--- config.mk ---
export PLATFORM = sky130hd
export DESIGN_NAME = button_debounce
export DESIGN_NICKNAME = d
export VERILOG_FILES = /design/src/rtl/button_debounce.sv
export SDC_FILE = /design/constraint.sdc
export NUM_CORES = 1
export LEC_CHECK = 0
export BUFFER_PORTS_ARGS = -buffer_cell sky130_fd_sc_hd__buf_4
export CORE_MARGIN = 4
export CORE_UTILIZATION = 33
export CTS_BUF_LIST = sky130_fd_sc_hd__clkbuf_4
export DETAILED_ROUTE_END_ITERATION = 10
export PLACE_DENSITY = 0.5
export REMOVE_ABC_BUFFERS = 1
export SETUP_SLACK_MARGIN = 0.3
export SYNTH_ARGS = -nofsm -noshare
export SYNTH_HDL_FRONTEND = slang
export SYNTH_SLANG_ARGS = --single-unit
--- constraint.sdc ---
create_clock -name clk -period 1.8 [get_ports clk]
set_input_delay 0.36 -clock clk [delete_from_list [all_inputs] [get_ports clk]]
set_output_delay 0.36 -clock clk [all_outputs]
set_load 0.01 [all_outputs]
--- src/rtl/button_debounce.sv ---
// button_debounce
//
// Conditions one raw mechanical push-button into clean events in the clk
// domain. The pin is synchronised and normalised to "1 = pressed". A
// four-state FSM with a shared saturating counter rejects bounce and times
// long holds. Every output is registered.
//
// Parameters
//   DEBOUNCE_CYCLES    stable synchronised samples needed to accept a change (>= 2)
//   LONG_PRESS_CYCLES  hold time after btn_press before btn_long (> DEBOUNCE_CYCLES)
//   ACTIVE_LOW         1: btn_in = 0 means pressed; 0: btn_in = 1 means pressed
//
// Ports
//   clk          system clock, rising edge
//   rst_n        synchronous active-low reset
//   btn_in       raw asynchronous button pin
//   btn_level    debounced state, 1 = pressed
//   btn_press    one-cycle pulse on an accepted press
//   btn_release  one-cycle pulse on an accepted release
//   btn_long     one-cycle pulse, at most once per press, after a long hold
//   press_count  accepted presses, modulo 256
//
// state        | meaning
// -------------+-------------------------------------------------------------
// IDLE         | released and stable; counter held at 0
// PRESS_WAIT   | pressed samples seen, counting toward DEBOUNCE_CYCLES
// PRESSED      | press accepted; counter times the hold for btn_long
// RELEASE_WAIT | released samples seen, counting toward DEBOUNCE_CYCLES

module button_debounce #(
  parameter int DEBOUNCE_CYCLES   = 1_000_000,
  parameter int LONG_PRESS_CYCLES = 50_000_000,
  parameter bit ACTIVE_LOW        = 1'b1
) (
  input  logic       clk,
  input  logic       rst_n,
  input  logic       btn_in,
  output logic       btn_level,
  output logic       btn_press,
  output logic       btn_release,
  output logic       btn_long,
  output logic [7:0] press_count
);

  localparam int CW = $clog2(LONG_PRESS_CYCLES + 1);
  localparam logic [CW-1:0] DB_LAST   = CW'(DEBOUNCE_CYCLES - 1);
  localparam logic [CW-1:0] LONG_LAST = CW'(LONG_PRESS_CYCLES - 1);
  localparam logic [CW-1:0] LONG_MAX  = CW'(LONG_PRESS_CYCLES);
  localparam logic [CW-1:0] CNT_ONE   = CW'(1);

  typedef enum logic [1:0] {
    IDLE,
    PRESS_WAIT,
    PRESSED,
    RELEASE_WAIT
  } state_t;

  state_t        state, state_nxt;
  logic [CW-1:0] cnt, cnt_nxt;
  logic          long_done, long_done_nxt;
  logic          level_nxt, press_nxt, release_nxt, long_nxt;
  logic [7:0]    count_nxt;
  logic          raw_p, sync_1, sync_p;

  // Polarity is normalised before the first flop so everything downstream
  // sees 1 = pressed.
  assign raw_p = ACTIVE_LOW ? ~btn_in : btn_in;

  always_ff @(posedge clk) begin
    if (!rst_n) begin
      sync_1      <= 1'b0;
      sync_p      <= 1'b0;
      state       <= IDLE;
      cnt         <= '0;
      long_done   <= 1'b0;
      btn_level   <= 1'b0;
      btn_press   <= 1'b0;
      btn_release <= 1'b0;
      btn_long    <= 1'b0;
      press_count <= 8'd0;
    end else begin
      sync_1      <= raw_p;
      sync_p      <= sync_1;
      state       <= state_nxt;
      cnt         <= cnt_nxt;
      long_done   <= long_done_nxt;
      btn_level   <= level_nxt;
      btn_press   <= press_nxt;
      btn_release <= release_nxt;
      btn_long    <= long_nxt;
      press_count <= count_nxt;
    end
  end

  always_comb begin
    state_nxt     = state;
    cnt_nxt       = cnt;
    long_done_nxt = long_done;
    level_nxt     = btn_level;
    press_nxt     = 1'b0;
    release_nxt   = 1'b0;
    long_nxt      = 1'b0;
    count_nxt     = press_count;

    case (state)
      IDLE: begin
        cnt_nxt       = '0;
        long_done_nxt = 1'b0;
        if (sync_p) begin
          state_nxt = PRESS_WAIT;
          cnt_nxt   = CNT_ONE;
        end
      end

      PRESS_WAIT: begin
        if (!sync_p) begin
          state_nxt     = IDLE;
          cnt_nxt       = '0;
          long_done_nxt = 1'b0;
        end else if (cnt == DB_LAST) begin
          state_nxt = PRESSED;
          cnt_nxt   = '0;
          press_nxt = 1'b1;
          level_nxt = 1'b1;
          count_nxt = press_count + 8'd1;
        end else begin
          cnt_nxt = cnt + CNT_ONE;
        end
      end

      PRESSED: begin
        if (!sync_p) begin
          state_nxt = RELEASE_WAIT;
          cnt_nxt   = CNT_ONE;
        end else if (cnt != LONG_MAX) begin
          cnt_nxt = cnt + CNT_ONE;
          // long_done keeps a bounce-restarted hold from firing twice.
          if (cnt == LONG_LAST && !long_done) begin
            long_nxt      = 1'b1;
            long_done_nxt = 1'b1;
          end
        end
      end

      RELEASE_WAIT: begin
        if (sync_p) begin
          state_nxt = PRESSED;
          cnt_nxt   = '0;
        end else if (cnt == DB_LAST) begin
          state_nxt     = IDLE;
          cnt_nxt       = '0;
          release_nxt   = 1'b1;
          level_nxt     = 1'b0;
          long_done_nxt = 1'b0;
        end else begin
          cnt_nxt = cnt + CNT_ONE;
        end
      end

      default: begin
        state_nxt = IDLE;
        cnt_nxt   = '0;
      end
    endcase
  end

endmodule

==> impl_metrics.tcl, run 1 <==
set metrics [dict create \
    min_period_over_period_pct 98.5 \
    clock_skew_ps 20.8 \
    port_buffers 14 \
    startpoint_type "flop" \
    synth-edff-count 0 \
    place_ws_ps -162 \
    start_util_pct 34.1 \
    hold_path.class "primary input to flop" \
    cp.required_ps 2070 \
    drtIter0Drc 118 \
    cp.arrival_ps 2050 \
    grt_pass1_vias 2076 \
    antenna_left 0 \
    fin_tns_setup_ps 0 \
    cts.sinks 43 \
    num_vias 2355 \
    grt_use_met1_pct 22.4 \
    track_usage_pct 15.4 \
    syn_to_final_growth_pct 45.0 \
    max-cap-violations 0 \
    critical_path_buf_inv_count 0 \
    met3_usage_pct 3.61 \
    peakVddDrop_mv 0.305 \
    fp.dieH_um 92.0 \
    use_met2_pct 22.3 \
    stdcell_area_mm2 0.00338 \
    antenna_cells 0 \
    grt_pass1_wl_um 10600 \
    critPathMaxStageDelay_ps 550 \
    dp_hpwl_um 4340 \
    grt_start_max_net_pins 28 \
    top_usage_layer "met1" \
    rows 30 \
    antenna_found_initial 0 \
    cts-buffers-inserted 5 \
    gp_congestion 0.813 \
    netlist_area_mm2 0.00233 \
    yosysUniqueCellTypes 50 \
    coreArea_mm2 0.00683 \
    cts_root_buf "clkbuf_4" \
    avgViaCountPerCell 5.53 \
    status "finished, final reports clean" \
    wl_um 6600 \
    die-area_mm2 0.00847 \
    setup_slack_ps 26.5 \
    critical-path-top-delay-family "simple AND/OR/NAND/NOR gates" \
    postCtsHoldBufs 0 \
    maxSlewHeadroom_pct 72.4 \
    cts_tree "built" \
    fillers 671 \
    synth-seq-area-share_pct 36.9 \
    drc 0 \
    cp_slowest_cell "or4_4" \
    synth_warnings 0 \
    synthArstFlopShare_pct 0 \
    tightest_slew_ps 412 \
    ys_ff_latch 43 \
    nets 335 \
    critical_path_class "flop to flop" \
    wl_per_cell_um 15.5 \
    dr.pass1.iters 4 \
    max_clock_freq_mhz 564 \
    rsz0062_at_grt "yes" \
    ys.flop_type "dfxtp_1" \
    htreeDepth 2 \
    end_kind "flop" \
    die_w_um 92.0 \
    slew_viol_final 0 \
    pwr_density_cell_mw_per_mm2 477 \
    pin_count 15 \
    final-hold-violation-count 0 \
    setup_viol 0 \
    min_period_ps 1770 \
    p_leak_nw 1.20 \
    syn_inst 265 \
    cts_buffer_depth 2 \
    crit_path_cell_trace "nand4_1, or4_4, or3_4, a221oi_2" \
    clock_latency_ps 370 \
    grt-ovfl-total 0 \
    cp_max_fo 8 \
    clkSlewWorstSetupHoldPaths_ps 140 \
    avgSynthCellArea_um2 8.80 \
    place_area_mm2 0.00283 \
    drive_gt1_share_pct 43.9 \
]
[cell usage after synthesis, types with 2 or more instances]
library cell	number	area, um^2
nand4_1	16	100
and4b_1	2	20.0
and2_1	3	18.8
and3_1	7	43.8
a21oi_1	2	10.0
nor4b_1	3	26.3
xor2_1	8	70.1
a211oi_1	11	82.6
clkbuf_1	12	45.0
o311ai_0	3	26.3
or3_1	10	62.6
nor3_1	7	35.0
o21ai_0	15	75.1
o41ai_1	3	26.3
and4_1	5	43.8
a221oi_1	10	87.6
nor2_1	5	18.8
a221oi_2	4	60.1
o31ai_1	4	30.0
ha_1	3	37.5
o21a_1	5	37.5
buf_2	9	45.0
or4_1	5	37.5
nand2b_1	5	31.3
dfxtp_1	43	861
xnor2_1	4	35.0
nand2_1	13	48.8
nor4_1	5	31.3
mux2i_1	3	30.0
inv_1	8	30.0
nand3_1	13	65.1
[power by group]
| group | leakage, nW | switching (mW) | internal (mW) |
|---|---|---|---|
| clock | 0.0426 | 0.320 | 0.286 |
| sequential | 0.356 | 0.00450 | 0.948 |
| combinational | 0.802 | 0.0348 | 0.0169 |
| total | 1.20 | 0.359 | 1.25 |
[sequential cells by signal, indices dropped and copies added, names as in the netlist, named ones only]
name,cells
state,1
btn_press,1
press_count,8
btn_long,1
long_done,1
btn_level,1
cnt,26
btn_release,1
sync_p,1
sync_1,1
[per-stage QoR]
stage	cells	util, %	hold WS [ps]	power [mW]
2_1_floorplan	243	-	412	0.999
4_1_cts	419	46.3	97.6	1.63
3_5_place_dp	402	41.4	426	1.02
5_1_grt	426	49.5	91.2	1.69
3_3_place_gp	402	41.4	422	1.02
6_report	426	49.5	117	1.61
[final timing paths]
| path | start | to | slack [ps] | depth (start not counted) |
|---|---|---|---|---|
| setup / recovery | cnt[8]$_SDFFE_PN0P_ | cnt[17]$_SDFFE_PN0P_ | 30 | 4 |
| hold / removal | btn_in | sync_1$_SDFF_PN0_ | 120 | 2 |
| setup reg to reg | cnt[8]$_SDFFE_PN0P_ | cnt[17]$_SDFFE_PN0P_ | 30 | 4 |
| hold reg to reg | sync_1$_SDFF_PN0_ | sync_p$_SDFF_PN0_ | 470 | 1 |
[area by class of cell]
type                       instances  area [um^2]  share of cell area [%]
clock buffer                       5         37.5                    1.11
inverter                           9         36.3                    1.07
multi-input combinational        191         1610                    47.6
clock inverter                     3         38.8                    1.15
tap                               96          120                    3.55
timing repair buffer              79          647                    19.1
sequential                        43          892                    26.4
[what timing repair did]
item / in CTS / in global routing
gates cloned: 1 / 0
pin swaps: 24 / 19
gates resized for setup: 54 / 34
buffers inserted: 8 / 7
setup endpoints to repair: 41 / 40
[cells in the final DEF (no fill, tap or decap), types with 4 or more instances in the layout]
cell type and instances:
nand3_1 13, xnor2_1 4, dfxtp_2 10, nand4_1 16, or3_4 5, dfxtp_1 28, nor3_1 5, a211oi_1 10
and3_1 7, dfxtp_4 5, a221oi_1 7, nor4_4 4, nand2_1 13, xor2_1 7, and4_1 4, clkbuf_4 5
o21a_1 5, o21ai_0 13, or3_1 5, a221oi_2 7, inv_1 7, nand2b_1 5, o31ai_1 4, buf_4 68
buf_6 9
[per-layer routing]
metal | share of wire (%) | routed length, um
met4 | 1.6 | 103
met5 | 0 | 0
met1 | 49 | 3240
met2 | 46 | 3010
met3 | 3.8 | 250
[kinds of logic (layout without fill, tap and decap cells)]
logic type | after synthesis | count (layout) | synth area share [%]
mux | 3 | 3 | 1.29
compound gates | 63 | 63 | 20.9
fa+ha+maj | 3 | 3 | 1.61
simple gates | 110 | 110 | 29.3
buf+inv | 31 | 96 | 5.47
xor+xnor | 12 | 12 | 4.51
flops | 43 | 43 | 36.9
Note: power is estimated with default switching activity, not from simulation.
==> inputs of run 2 (changes only) <==
--- a/config.mk
+++ b/config.mk
@@ -5,12 +5,15 @@
 export SDC_FILE = /design/constraint.sdc
 export NUM_CORES = 1
 export LEC_CHECK = 0
+export ABC_AREA = 1
 export BUFFER_PORTS_ARGS = -buffer_cell sky130_fd_sc_hd__buf_4
+export CELL_PAD_IN_SITES_DETAIL_PLACEMENT = 0
+export CELL_PAD_IN_SITES_GLOBAL_PLACEMENT = 1
 export CORE_MARGIN = 4
 export CORE_UTILIZATION = 33
 export CTS_BUF_LIST = sky130_fd_sc_hd__clkbuf_4
 export DETAILED_ROUTE_END_ITERATION = 10
-export PLACE_DENSITY = 0.5
+export PLACE_DENSITY = 0.62
 export REMOVE_ABC_BUFFERS = 1
 export SETUP_SLACK_MARGIN = 0.3
 export SYNTH_ARGS = -nofsm -noshare
==> impl_metrics.tcl, run 2 <==
set metrics [dict create \
    status "finished, final reports clean" \
    synth_warnings 0 \
    synth_area_leader_cell "dfxtp_1" \
    ys.flop_type "dfxtp_1" \
    wl_per_cell_um 12.8 \
    multi_input_area_mm2 0.00165 \
    startpoint_type "flop" \
    clock_latency_ps 370 \
    pwr_density_cell_mw_per_mm2 484 \
    num_vias 2361 \
    final-hold-violation-count 0 \
    total_power_mw 1.71 \
    mostFrequentLayoutCells "58 x nand2_1, 47 x buf_4, 42 x nor2_1" \
    antenna_cells 0 \
    synthTopCellsByArea "dfxtp_1 36%, nand2_1 12%, nor2_1 9.1%" \
    postCtsHoldBufs 0 \
    drc 0 \
    critical-path-top-delay-family "simple AND/OR/NAND/NOR gates" \
    final_common_cell "nand2_1" \
    cp.required_ps 2110 \
    gp_congestion 0.739 \
    ff_latch_area_um2 907 \
    peakVddDrop_mv 0.233 \
    critical_path_class "flop to flop" \
    cts_tree "built" \
    regMostFlops "cnt" \
    largestRegisters "cnt x26, press_count x8" \
    tightest_slew_ps 294 \
    synth_common_cells "78 x nand2_1, 58 x nor2_1, 47 x inv_1" \
    synth-seq-area-share_pct 36.0 \
    critPathMaxStageDelay_ps 390 \
    ys_ff_latch 43 \
    cts_buffer_depth 2 \
    min_period_ps 1610 \
    final_core_util_pct 51.1 \
    cp_slowest_cell "dfxtp_4" \
    syn_to_final_growth_pct 47.5 \
    die-area_mm2 0.00867 \
    drive_gt1_share_pct 49.4 \
    cts_root_buf "clkbuf_4" \
    cts.sinks 43 \
    yosysUniqueCellTypes 38 \
    fp.dieH_um 93.1 \
    nets 418 \
    avgSynthCellArea_um2 6.89 \
    critical_path_buf_inv_count 3 \
    largest_reg_flops 26 \
    synth.top_cell.area_share_pct 36.0 \
    hold_path.class "primary input to flop" \
    netlist_area_mm2 0.00239 \
    antenna_found_initial 0 \
    start_util_pct 34.6 \
    grt_start_max_net_pins 15 \
    fillers 719 \
    drtIter0Drc 66 \
    pin_count 15 \
    wl_um 6510 \
    min_period_over_period_pct 89.5 \
    avgViaCountPerCell 4.64 \
    dr.pass1.iters 4 \
    maxSlewHeadroom_pct 80.4 \
    syn_inst 347 \
    track_usage_pct 14.6 \
    coreArea_mm2 0.00691 \
    crit_path_cell_trace "ha_4, nand2_4, inv_4, nand3_4, nor2_4, nand3_2, buf_6, buf_4, xor2_1, nor2_1" \
    setup_viol 0 \
    dp_hpwl_um 4430 \
    p_leak_nw 1.42 \
    grt-ovfl-total 0 \
    fin_tns_setup_ps 0 \
    die_w_um 93.1 \
    max_clock_freq_mhz 621 \
    synth-edff-count 0 \
    rrSetupSlack_ps 190 \
    clock_skew_ps 12.7 \
    rows 30 \
    slew_viol_final 0 \
    clkSlewWorstSetupHoldPaths_ps 140 \
    synth_most_common_cell "nand2_1" \
    cp_max_fo 4 \
    end_kind "flop" \
    rsz0062_at_grt "yes" \
    port_buffers 14 \
    max-cap-violations 0 \
    grt_pass1_vias 2069 \
    antenna_left 0 \
    htreeDepth 2 \
    cts-buffers-inserted 5 \
    grt_pass1_wl_um 10100 \
    synthArstFlopShare_pct 0 \
    cp.arrival_ps 1920 \
]
[run 2: cell types whose count changed in the layout (fill, tap and decap cells not counted), sizes merged, moves of 13 or more]
cell	previous run	this run
a21oi	2	15
a221oi	14	0
buf	79	61
inv	8	54
nand2	13	83
nor2	5	69
[run 2: kinds of logic after synthesis]
| logic type | count (synthesis) | share of synthesized area, % |
|---|---|---|
| and+or+nand+nor | 203 | 40.8 |
| adders and majority gates | 3 | 1.57 |
| buffers and inverters | 58 | 10.0 |
| AOI/OAI and AO/OA | 30 | 7.95 |
| DFF | 43 | 36.0 |
| xor gates and xnor gates | 10 | 3.66 |
[run 2: cell type report]
| type | instances | share of cell area (%) |
|---|---|---|
| Clock buffer | 5 | 1.06 |
| Clock inverter | 3 | 1.24 |
| Inverter | 55 | 6.49 |
| Multi-Input combinational cell | 246 | 46.6 |
| Sequential cell | 43 | 25.7 |
| Tap cell | 96 | 3.41 |
| Timing Repair Buffer | 61 | 15.4 |
[run 2: what timing repair did]
action	in CTS	in global routing
pin swaps	29	16
setup endpoints to repair	39	40
cloned	1	0
resized for setup	69	83
setup buffers	23	10
[run 2: per-layer routing]
| metal | global-route usage, % | vias to the layer above | share of wire [%] |
|---|---|---|---|
| li1 | - | 1240 | - |
| met5 | 0 | - | 0 |
| met1 | 21.3 | 1080 | 49 |
| met4 | 4.03 | 0 | 0.97 |
| met2 | 21.9 | 35 | 47 |
| met3 | 2.65 | 6 | 3.2 |
[run 2: path summary, 6_finish.rpt]
kind | from | to | cells past startpoint
max | cnt[1]$_SDFFE_PN0P_ | cnt[12]$_SDFFE_PN0P_ | 10
min | btn_in | sync_1$_SDFF_PN0_ | 2
max reg2reg | cnt[1]$_SDFFE_PN0P_ | cnt[12]$_SDFFE_PN0P_ | 10
min reg2reg | sync_1$_SDFF_PN0_ | sync_p$_SDFF_PN0_ | 2
[run 2: power by group]
group | leakage, nW | internal (mW) | switching (mW)
combinational | 1.02 | 0.0377 | 0.0527
sequential | 0.361 | 0.953 | 0.0113
clock | 0.0452 | 0.293 | 0.361
total | 1.42 | 1.28 | 0.425
[run 2: stage by stage]
stage                     area, um^2  setup WS (ps)  hold WS, ps  instances
after floorplan                 2360            161          390        344
after global placement          2700           84.9          397        467
after detailed placement        2700           30.1          402        467
after CTS                       3190            235          116        499
after global routing            3530            105          112        509
final                           3530            189          126        509
[run 2: worst reg2reg max path: stages (launching register included)]
cell	delay [ps]
dfxtp_4	390
ha_4	140
nand2_4	60
inv_4	70
nand3_4	100
nor2_4	150
nand3_2	130
buf_6	160
buf_4	130
xor2_1	130
nor2_1	90
